## src/rtl/vga_pmod_tx.sv

```systemverilog
// TinyVGA PMOD transmitter: 640x480@60 timing generator with four test patterns,
// packing syncs and 2-bit RGB into the PMOD byte with one cycle of output latency.
module vga_pmod_tx #(
  parameter int H_ACTIVE = 640,
  parameter int H_FP     = 16,
  parameter int H_SYNC   = 96,
  parameter int H_BP     = 48,
  parameter int V_ACTIVE = 480,
  parameter int V_FP     = 10,
  parameter int V_SYNC   = 2,
  parameter int V_BP     = 33
) (
  input  logic       clk,
  input  logic       rst,
  input  logic       en,
  input  logic [1:0] pattern_sel,
  output logic [7:0] pmod_out,
  output logic       video_active,
  output logic [9:0] pix_x,
  output logic [9:0] pix_y,
  output logic       frame_start,
  output logic [7:0] frame_cnt
);

  localparam logic [9:0] H_LAST     = 10'(H_ACTIVE + H_FP + H_SYNC + H_BP - 1);
  localparam logic [9:0] V_LAST     = 10'(V_ACTIVE + V_FP + V_SYNC + V_BP - 1);
  localparam logic [9:0] H_VIS      = 10'(H_ACTIVE);
  localparam logic [9:0] V_VIS      = 10'(V_ACTIVE);
  localparam logic [9:0] HS_FIRST   = 10'(H_ACTIVE + H_FP);
  localparam logic [9:0] HS_LAST    = 10'(H_ACTIVE + H_FP + H_SYNC - 1);
  localparam logic [9:0] VS_FIRST   = 10'(V_ACTIVE + V_FP);
  localparam logic [9:0] VS_LAST    = 10'(V_ACTIVE + V_FP + V_SYNC - 1);
  localparam logic [6:0] BAR_LAST   = 7'd79;
  localparam logic [15:0] LCG_MUL   = 16'h5851;
  localparam logic [15:0] LCG_ADD   = 16'h1405;

  logic [9:0]  r_h;
  logic [9:0]  r_v;
  logic [7:0]  r_frameCnt;
  logic [6:0]  r_barCnt;
  logic [2:0]  r_barIdx;
  logic [1:0]  r_pattern;
  logic [15:0] r_lcg;
  logic [7:0]  r_pmod;
  logic        r_active;
  logic [9:0]  r_pixX;
  logic [9:0]  r_pixY;
  logic        r_frameStart;

  logic        w_hLast;
  logic        w_vLast;
  logic        w_origin;
  logic        w_visible;
  logic        w_hsync;
  logic        w_vsync;
  logic [1:0]  w_pattern;
  logic [15:0] w_lcgCur;
  logic [15:0] w_lcgNext;
  logic        w_checkOn;
  logic [1:0]  w_r;
  logic [1:0]  w_g;
  logic [1:0]  w_b;
  logic [7:0]  w_pmod;

  assign w_hLast   = (r_h == H_LAST);
  assign w_vLast   = (r_v == V_LAST);
  assign w_origin  = (r_h == 10'd0) && (r_v == 10'd0);
  assign w_visible = (r_h < H_VIS) && (r_v < V_VIS);
  assign w_hsync   = !((r_h >= HS_FIRST) && (r_h <= HS_LAST));
  assign w_vsync   = !((r_v >= VS_FIRST) && (r_v <= VS_LAST));

  // The pattern and LCG seed taken at the origin apply to the origin pixel itself.
  assign w_pattern = w_origin ? pattern_sel : r_pattern;
  assign w_lcgCur  = w_origin ? {8'h00, r_frameCnt} : r_lcg;
  assign w_lcgNext = w_lcgCur * LCG_MUL + LCG_ADD;

  // Bit 5 of (x + frame) rebuilt from the carry out of the low five bits.
  assign w_checkOn = r_h[5] ^ r_frameCnt[5] ^ r_v[5]
                   ^ (({1'b0, r_h[4:0]} + {1'b0, r_frameCnt[4:0]}) > 6'd31);

  always_comb begin
    w_r = 2'b00;
    w_g = 2'b00;
    w_b = 2'b00;
    if (w_visible) begin
      case (w_pattern)
        2'd1: begin
          w_r = {2{r_barIdx[0]}};
          w_g = {2{r_barIdx[1]}};
          w_b = {2{r_barIdx[2]}};
        end
        2'd2: begin
          w_r = {2{w_checkOn}};
          w_g = {2{w_checkOn}};
          w_b = {2{w_checkOn}};
        end
        2'd3: begin
          w_r = w_lcgCur[15:14];
          w_g = w_lcgCur[13:12];
          w_b = w_lcgCur[11:10];
        end
        default: ;
      endcase
    end
  end

  assign w_pmod = {w_hsync, w_b[0], w_g[0], w_r[0], w_vsync, w_b[1], w_g[1], w_r[1]};

  always_ff @(posedge clk or posedge rst) begin
    if (rst) begin
      r_h        <= 10'd0;
      r_v        <= 10'd0;
      r_frameCnt <= 8'd0;
    end else if (en) begin
      r_h <= w_hLast ? 10'd0 : r_h + 10'd1;
      if (w_hLast) begin
        r_v <= w_vLast ? 10'd0 : r_v + 10'd1;
        if (w_vLast)
          r_frameCnt <= r_frameCnt + 8'd1;
      end
    end
  end

  // Bars are 80 pixels wide; a counter tracks the bar edge so no divide is needed.
  always_ff @(posedge clk or posedge rst) begin
    if (rst) begin
      r_barCnt <= 7'd0;
      r_barIdx <= 3'd0;
    end else if (en) begin
      if (w_hLast) begin
        r_barCnt <= 7'd0;
        r_barIdx <= 3'd0;
      end else if (r_barCnt == BAR_LAST) begin
        r_barCnt <= 7'd0;
        if (r_barIdx != 3'd7)
          r_barIdx <= r_barIdx + 3'd1;
      end else begin
        r_barCnt <= r_barCnt + 7'd1;
      end
    end
  end

  always_ff @(posedge clk or posedge rst) begin
    if (rst) begin
      r_pattern <= 2'd0;
      r_lcg     <= 16'h0000;
    end else if (en) begin
      if (w_origin)
        r_pattern <= pattern_sel;
      if (w_visible)
        r_lcg <= w_lcgNext;
    end
  end

  always_ff @(posedge clk or posedge rst) begin
    if (rst) begin
      r_pmod       <= 8'h88;
      r_active     <= 1'b0;
      r_pixX       <= 10'd0;
      r_pixY       <= 10'd0;
      r_frameStart <= 1'b0;
    end else if (en) begin
      r_pmod       <= w_pmod;
      r_active     <= w_visible;
      r_pixX       <= r_h;
      r_pixY       <= r_v;
      r_frameStart <= w_origin;
    end
  end

  assign pmod_out     = r_pmod;
  assign video_active = r_active;
  assign pix_x        = r_pixX;
  assign pix_y        = r_pixY;
  assign frame_start  = r_frameStart;
  assign frame_cnt    = r_frameCnt;

endmodule

```

## config.mk

```make
export PLATFORM = sky130hd
export DESIGN_NAME = vga_pmod_tx
export DESIGN_NICKNAME = d
export VERILOG_FILES = /design/src/rtl/vga_pmod_tx.sv
export SDC_FILE = /design/constraint.sdc
export NUM_CORES = 1
export LEC_CHECK = 0
export ABC_AREA = 1
export CORE_MARGIN = 8
export CORE_UTILIZATION = 30
export CTS_CLUSTER_DIAMETER = 120
export DETAILED_ROUTE_END_ITERATION = 12
export PLACE_DENSITY = 0.52
export SYNTH_ARGS = -nofsm -noshare
export SYNTH_HDL_FRONTEND = slang
export SYNTH_SLANG_ARGS = --single-unit
```

## constraint.sdc

```tcl
create_clock -name clk -period 9.78 [get_ports clk]
set_input_delay 1.467 -clock clk [delete_from_list [all_inputs] [get_ports clk]]
set_output_delay 1.467 -clock clk [all_outputs]
set_load 0.005 [all_outputs]
```

# Yosys cells after proc, flatten, opt, wreduce, memory -nomap -nowiden

Index checks and enable logic that the tools add are counted.

Order comparisons: 7
Eq/ne operators: 7
Reductions and logical operators: 14
Divide/modulo/power cells: 0
Add/subtract/negate cells: 7
Bitwise gates (word level): 3
Shift-type cells: 0
Mux-type cells: 15
Multiply operators: 1

Operators by type and width:

| kind                   | number |
|---|---|
| $add 10x1->10 const B  | 2 |
| $eq 10x10->1 const B   | 2 |
| $logic_not 10->1       | 2 |
| $mux 10                | 2 |
| $pmux 2 s3             | 3 |
| $add 16x13->16 const B | 1 |
| $mul 16x15->16 const B | 1 |
| $mux 16                | 1 |
| $mux 7                 | 2 |
| $ge 10x10->1 const B   | 1 |
| $ge 10x9->1 const B    | 1 |
| $le 10x10->1 const B   | 1 |
| $le 10x9->1 const B    | 1 |
| $lt 10x10->1 const B   | 1 |
| $lt 10x9->1 const B    | 1 |
| $mux 3                 | 3 |
| $add 8x1->8 const B    | 1 |
| $mux 2                 | 4 |
| $add 7x1->7 const B    | 1 |
| $eq 7x7->1 const B     | 1 |
| $add 5x5->6            | 1 |
| $gt 6x5->1 const B     | 1 |
| $reduce_and 3->1       | 2 |
| $eq 2x2->1 const B     | 2 |
| other kinds (8)        | 16 |

Word-level logic and storage cells: 66
Memory bits (writable): 0
Bits in read-only memories: 0
Register bits: 86
Latch bits: 0
Input port bits: 5
Memories kept: 0

# Longest topological paths before layout

Gate-level depths: netlist of run 1.

Depth in word-level cells: 6
Mapped depth: 29

# Least setup slack after synthesis of run 1

Ideal clock, no wire load.

Path type: register -> register
Start point: register r_v[0]
End point: register r_lcg[15]
Stages on the path, launching flop included: 24
Clock period less this slack: 5.276 ns
Path buffers: 1
Setup slack: 4.504 ns
Data arrival time: 5.158 ns
Library setup time: 0.117 ns
Cells stage by stage: dfrtp_1 -> inv_1 -> ha_1 -> inv_1 -> nor3_1 -> nand3_2 -> clkbuf_1 -> o21ai_0 -> ha_1 -> ha_1 -> inv_1 -> fa_1 -> fa_1 -> inv_1 -> ha_1 -> ha_1 -> ha_1 -> nand4_1 -> or2_2 -> and3_1 -> inv_1 -> nand2_1 -> nand3_1 -> nand2_1

Word-level cells in the longest chain between the ends: 5
Elaborated cells between the ends (all ways): 8
Those cells by class: 1 x add/sub; 1 x mul; 1 x order compare; 1 x mux; 4 x reduce/logical

Ends and longest elaborated chain:

| element                | line | source |
|---|---|---|
| start, declared        | 38   | `logic [9:0] r_v;` |
| start signal, assigned | 117  | `r_v <= w_vLast ? 10'd0 : r_v + 10'd1;` |
| $logic_not 10->1       | 67   | `assign w_origin = (r_h == 10'd0) && (r_v == 10'd0);` |
| $logic_and 1x1->1      | 67   |  |
| $mux 16                | 74   | `assign w_lcgCur = w_origin ? {8'h00, r_frameCnt} : r_lcg;` |
| $mul 16x15->16         | 75   | `assign w_lcgNext = w_lcgCur * LCG_MUL + LCG_ADD;` |
| $add 16x13->16         | 75   |  |
| end signal, assigned   | 151  | `r_lcg <= w_lcgNext;` |
| end, declared          | 43   | `logic [15:0] r_lcg;` |

Several ways; a longest one is shown, not always the timed one.
A chain may end at the register's enable or synchronous reset.

# Final worst setup path of run 1

Ends and elaborated chain as after synthesis.

==> run metrics, run 1 <==
grt ovf 0; DR pass1 iterations 4; DR WL/cell 15.38 um; DR vias/cell 4.703; core area around 19,000 um^2; CTS tree done; Final min period 5849 ps; Vias ~4,500; register bit total from synthesis 86; first-pass GRT wire length 24,780 um; H-tree depth 3; Max rail drop VDD roughly 0.074 mV; layout cells sized above 1 7.260%; Detailed Place HPWL between 10,000 and 15,000 um; top post-synthesis cells by count nand2_1, inv_1, dfrtp_1, ha_1, o21ai_0; fin. max-slew vios 0; width of the die approximately 150 um; fin crit share between 50 and 60%; Place WS ~4000 ps; full die area between 20,000 and 25,000 um^2; CP max FO 19; nets 806; EDFF count, synth 0; GP Congestion approximately 0.8; Top Family by Delay on Critical Path adder cells; PwrDens 143.8 nW/um^2; Mean Syn Cell Area between 8 and 9 um^2; Post-Syn Nets 764; Rows 50; number of global-route vias before repair 4,618; crit-path cells inv_1 > ha_1 > inv_1 > nor3_1 > nand3_2 > o21ai_0 > ha_1 > ha_1 > inv_1 > fa_1 > fa_1 > inv_1 > ha_1 > ha_1 > ha_1 > nand4_1 > or2_2 > and3_1 > inv_1 > nand2_1 > nand3_1 > nand2_1; Ports between 40 and 50; critical path arrival 6090 ps; Inst Count DP 948; Synth cell types 44; Buf/Inv on CP 5; Reg2Reg Capture Point r_lcg[15]$_DFFE_PP0P_; reg2reg start r_v[0]$_DFFE_PP0P_; worst hold path type reg -> reg; Final ANT Viol Nets 0; hold slack roughly 470 ps; final cell count without fillers about 960; CTS root buffer clkbuf_16; LEAKAGE approximately 3.2 nW; area taken by multi-input logic gates about 3200 um^2; die height between 150 and 200 um; Min-Delay Endpoint pix_x[3]$_DFFE_PP0P_; CTS Buf Count 9; Layout Skew roughly 6.5 ps; Warnings, synthesis 0; hold path depth 2; slowest stage delay, CP about 710 ps; max-capacitance violation count 0; post-cts resize count 0; RSZ-0062 raised after global routing false; relative slew slack between 40% and 50%; total global-route track usage about an eighth; Worst-Margin Slew roughly 820 ps; CP dominant cell by count ha_1; top-count cell post-synth nand2_1; dominant cells by area after synthesis dfrtp_1, ha_1, nand2_1; Initial DRC Count ~310; final setup TNS 0 ps; status completed; Crit-path slowest cell o21ai_0; Setup Buffers After CTS 0; Synth Instances a little under 700; fin util ~36%; initial antenna violation count 0; Setup crit start kind flip-flop; Final setup viols 0; leading area contributor after synthesis dfrtp_1; DRC 0; Req. time, crit path 10,020 ps; register area 2155 um^2; clk slew on worst S/H paths 60 ps; Fmax 171.0 MHz; Final Hold Viols 0; Synth Cell Area 5744 um^2; CP Capture Type flip-flop; register area share after synthesis a little under two fifths; port buffer count 42; final wirelength ~15,000 um; Area Overhead vs Synth 16.86%; CP Class reg -> reg; Worst-Skew Late Latency around 350 ps; setup slack after layout 3931 ps; filler instances about 2,000; HP Start pix_x[3]$_DFFE_PP0P_; Primary FF master, synth dfrtp_1; cells on worst reg2reg path 22; asr flop ratio synth 100.0%; initial core utilization a little under a third; post-synth top area share 36.59%; clk sinks 86; largest net degree at the start of global routing 63; antenna cells 0; Reg2Reg Setup Slack approximately 3900 ps; post-cts hold buffer count 0; clk buf depth 2
==> placed cells by master, fill, tap and decap left out, types with 2 or more instances in the layout <==
| cell | n |
|---|---|
| a21oi_1 | 21 |
| a31oi_1 | 3 |
| buf_4 | 4 |
| clkbuf_16 | 9 |
| clkbuf_8 | 2 |
| clkdlybuf4s50_1 | 42 |
| clkinv_2 | 2 |
| clkinvlp_4 | 2 |
| dfrtp_1 | 84 |
| dfstp_2 | 2 |
| fa_1 | 15 |
| ha_1 | 61 |
| inv_1 | 84 |
| inv_2 | 9 |
| nand2_1 | 156 |
| nand3_1 | 31 |
| nand3_2 | 4 |
| nand3b_1 | 2 |
| nand4_1 | 10 |
| nor2_1 | 42 |
| nor2_2 | 5 |
| nor2_4 | 2 |
| nor3_1 | 8 |
| nor3_2 | 2 |
| nor4_1 | 6 |
| o211ai_1 | 2 |
| o21a_1 | 4 |
| o21ai_0 | 46 |
| o21ai_1 | 15 |
| o22ai_1 | 2 |
| or2_2 | 4 |
| xnor2_1 | 8 |
| xor2_1 | 25 |
==> state kept, by name, indices dropped and copies added (netlist names) <==
name,cells
frame_cnt,8
frame_start,1
pix_x,10
pix_y,10
pmod_out,8
r_barCnt,7
r_barIdx,3
r_h,10
r_lcg,16
r_pattern,2
r_v,10
video_active,1
==> layer usage <==
metal	track usage, %	wire [um]	up-vias
met4	2.940	158	0
li1	-	-	2318
met1	17.84	7491	2136
met2	20.72	6581	69
met5	0	0	-
met3	3.037	596	11
==> worst min-delay path: cells and delay by family (launching register included) <==
kind,cells,cell delay (ps)
simple gates,2,100
flops,1,340
==> through the flow <==
step                power, mW  area, um^2
finish                 0.9650        6713
detailed placement     0.6315        6420
global placement       0.6302        6420
floorplan              0.5577        5744
CTS                    0.9797        6713
global route            1.025        6713
==> cell families after synthesis <==
group | synth area share [%]
and+or+nand+nor | 21.89
buffers and inverters | 7.406
AOI/OAI and AO/OA | 9.649
DFF | 37.51
adders and majority gates | 18.51
xor gates and xnor gates | 5.032
==> worst max path at each step <==
stage | cells after the start | startpoint | to
after global routing | 22 | r_v[1]$_DFFE_PP0P_ | r_lcg[15]$_DFFE_PP0P_
after floorplan | 23 | r_v[0]$_DFFE_PP0P_ | r_lcg[15]$_DFFE_PP0P_
after global placement | 22 | r_v[0]$_DFFE_PP0P_ | r_lcg[15]$_DFFE_PP0P_
after CTS | 22 | r_v[0]$_DFFE_PP0P_ | r_lcg[15]$_DFFE_PP0P_
after detailed placement | 22 | r_v[0]$_DFFE_PP0P_ | r_lcg[15]$_DFFE_PP0P_
final | 22 | r_v[0]$_DFFE_PP0P_ | r_lcg[15]$_DFFE_PP0P_
==> where the power goes <==
part	switching [mW]	internal, mW
clock	0.153	0.188
combinational	0.0913	0.0779
sequential	0.0518	0.402
total	0.296	0.669
==> final cells by class <==
cell class,instances,area share [%]
tap,234,4.362
multi-input combinational,487,47.14
clock buffer,11,3.765
sequential,86,32.10
clock inverter,5,0.5965
inverter,95,5.331
timing repair buffer,46,6.710
(Power assumes the default switching activity.)
==> run 2, diff against run 1 <==
- clock period: 9.78 -> 5.7 ns (I/O delays scaled with it)
==> run metrics, run 2 (same netlist as run 1, synthesis figures left out) <==
final wirelength around 15,000 um; DRC 0; antenna cells 0; Rows 50; nets between 800 and 900; DR vias/cell around 4.7; RSZ-0062 raised after global routing false; initial antenna violation count 0; Worst-Skew Late Latency about 350 ps; CTS root buffer clkbuf_16; core area ~19,000 um^2; Final Hold Viols 0; fin crit share between 90% and 100%; fin. max-slew vios 0; Final setup viols 0; max-capacitance violation count 0; clk buf depth 2; max FFs per register 16; commonest cells after routing, fill and taps aside nand2_1, inv_1, dfrtp_1; full die area roughly 24,000 um^2; Area Overhead vs Synth 18.12%; Max rail drop VDD between 0.1 and 0.15 mV; status completed; Layout Skew between 10 and 15 ps; hold slack around 480 ps; initial core utilization a little over 30%; largest net degree at the start of global routing 52; Req. time, crit path approximately 6000 ps; port buffer count 42; cells on worst reg2reg path 23; final cell count without fillers approximately 970; Setup crit start kind flip-flop; clk slew on worst S/H paths around 60 ps; critical path arrival ~5500 ps; first-pass GRT wire length 24,580 um; Detailed Place HPWL about 11,000 um; clk sinks 86; Initial DRC Count between 200 and 250; final setup TNS 0 ps; width of the die around 150 um; Largest Register r_lcg; die height ~150 um; H-tree depth 3; worst hold path type reg -> reg; filler instances around 2,000; grt ovf 0; relative slew slack about 53%; Fmax approximately 190 MHz; LEAKAGE ~3.3 nW; CP max FO 11; Worst-Margin Slew between 700 and 800 ps; CP Class reg -> reg; Reg2Reg Setup Slack around 490 ps; hold path depth 2; Total Power between 1.5 and 2 mW; CP Capture Type flip-flop; GP Congestion between 0.8 and 0.9; Final min period about 5200 ps; CTS tree done; number of global-route vias before repair approximately 4,700; Final ANT Viol Nets 0; PwrDens ~250 nW/um^2; Ports 43; DR pass1 iterations 4; Vias between 4,000 and 5,000; CTS Buf Count 9; commonest non-fill, non-tap cell in the layout nand2_1; DR WL/cell approximately 15 um; total global-route track usage approximately an eighth; layout cells sized above 1 just under 8%; Inst Count DP between 900 and 1,000
## run 2: metrics by stage
step                      worst slack (ps)  utilization (%)  instance area, um^2
after CTS                            342.6            36.13                 6780
after floorplan                      424.3                -                 5744
after global placement               580.1            34.41                 6457
after detailed placement             364.9            34.41                 6457
final                                490.3            36.15                 6785
after global routing                 128.4            36.15                 6785
## run 2: worst max-delay path, stage by stage (launching register included)
cell      delay (ps)
dfrtp_1          400
inv_1            120
ha_1             190
inv_1             80
nor3_2           230
nand3_2          250
inv_1            170
o21ai_0          170
ha_1             240
fa_1             360
ha_1             280
inv_1             40
fa_1             470
inv_1             50
fa_1             470
ha_1             310
ha_1             370
nand2_1           90
nor3_1           210
inv_1             70
o211ai_1         210
or2_2            150
nand2_1           40
o21ai_0          140
## run 2: layout make-up
class	instances	area (um^2)	area share (%)
multi-input combinational	487	3169	46.71
sequential	86	2155	31.75
timing repair buffer	51	488.0	7.192
inverter	95	357.8	5.274
tap	234	292.8	4.315
clock buffer	10	229.0	3.375
clock inverter	6	93.84	1.383
## run 2: power breakdown
part / total (mW) / switching, mW / internal, mW
sequential: 0.781 / 0.0914 / 0.690
combinational: 0.287 / 0.153 / 0.134
clock: 0.650 / 0.261 / 0.389
total: 1.72 / 0.506 / 1.21
## run 2: per-layer routing
metal | GRT usage [%] | wire [um] | vias to the layer above
met5 | 0 | 0 | -
met4 | 3.453 | 167 | 0
met3 | 3.121 | 508 | 13
met2 | 21.71 | 6771 | 57
met1 | 16.52 | 7198 | 2158
li1 | - | - | 2309
## run 2: repair_timing
item	CTS	global route
hold buffers	0	0
setup endpoints to repair	0	1
buffers inserted	0	0
gates resized for setup	0	1
## run 2: final timing paths
| kind | end | start |
|---|---|---|
| min in group asynchronous | pix_x[7]$_DFFE_PP0P_ | rst |
| min reg2reg | pix_x[1]$_DFFE_PP0P_ | pix_x[1]$_DFFE_PP0P_ |
| max | r_lcg[14]$_DFFE_PP0P_ | r_v[0]$_DFFE_PP0P_ |
| min | pix_x[1]$_DFFE_PP0P_ | pix_x[1]$_DFFE_PP0P_ |
| max reg2reg | r_lcg[14]$_DFFE_PP0P_ | r_v[0]$_DFFE_PP0P_ |
| max in group asynchronous | frame_cnt[7]$_DFFE_PP0P_ | rst |
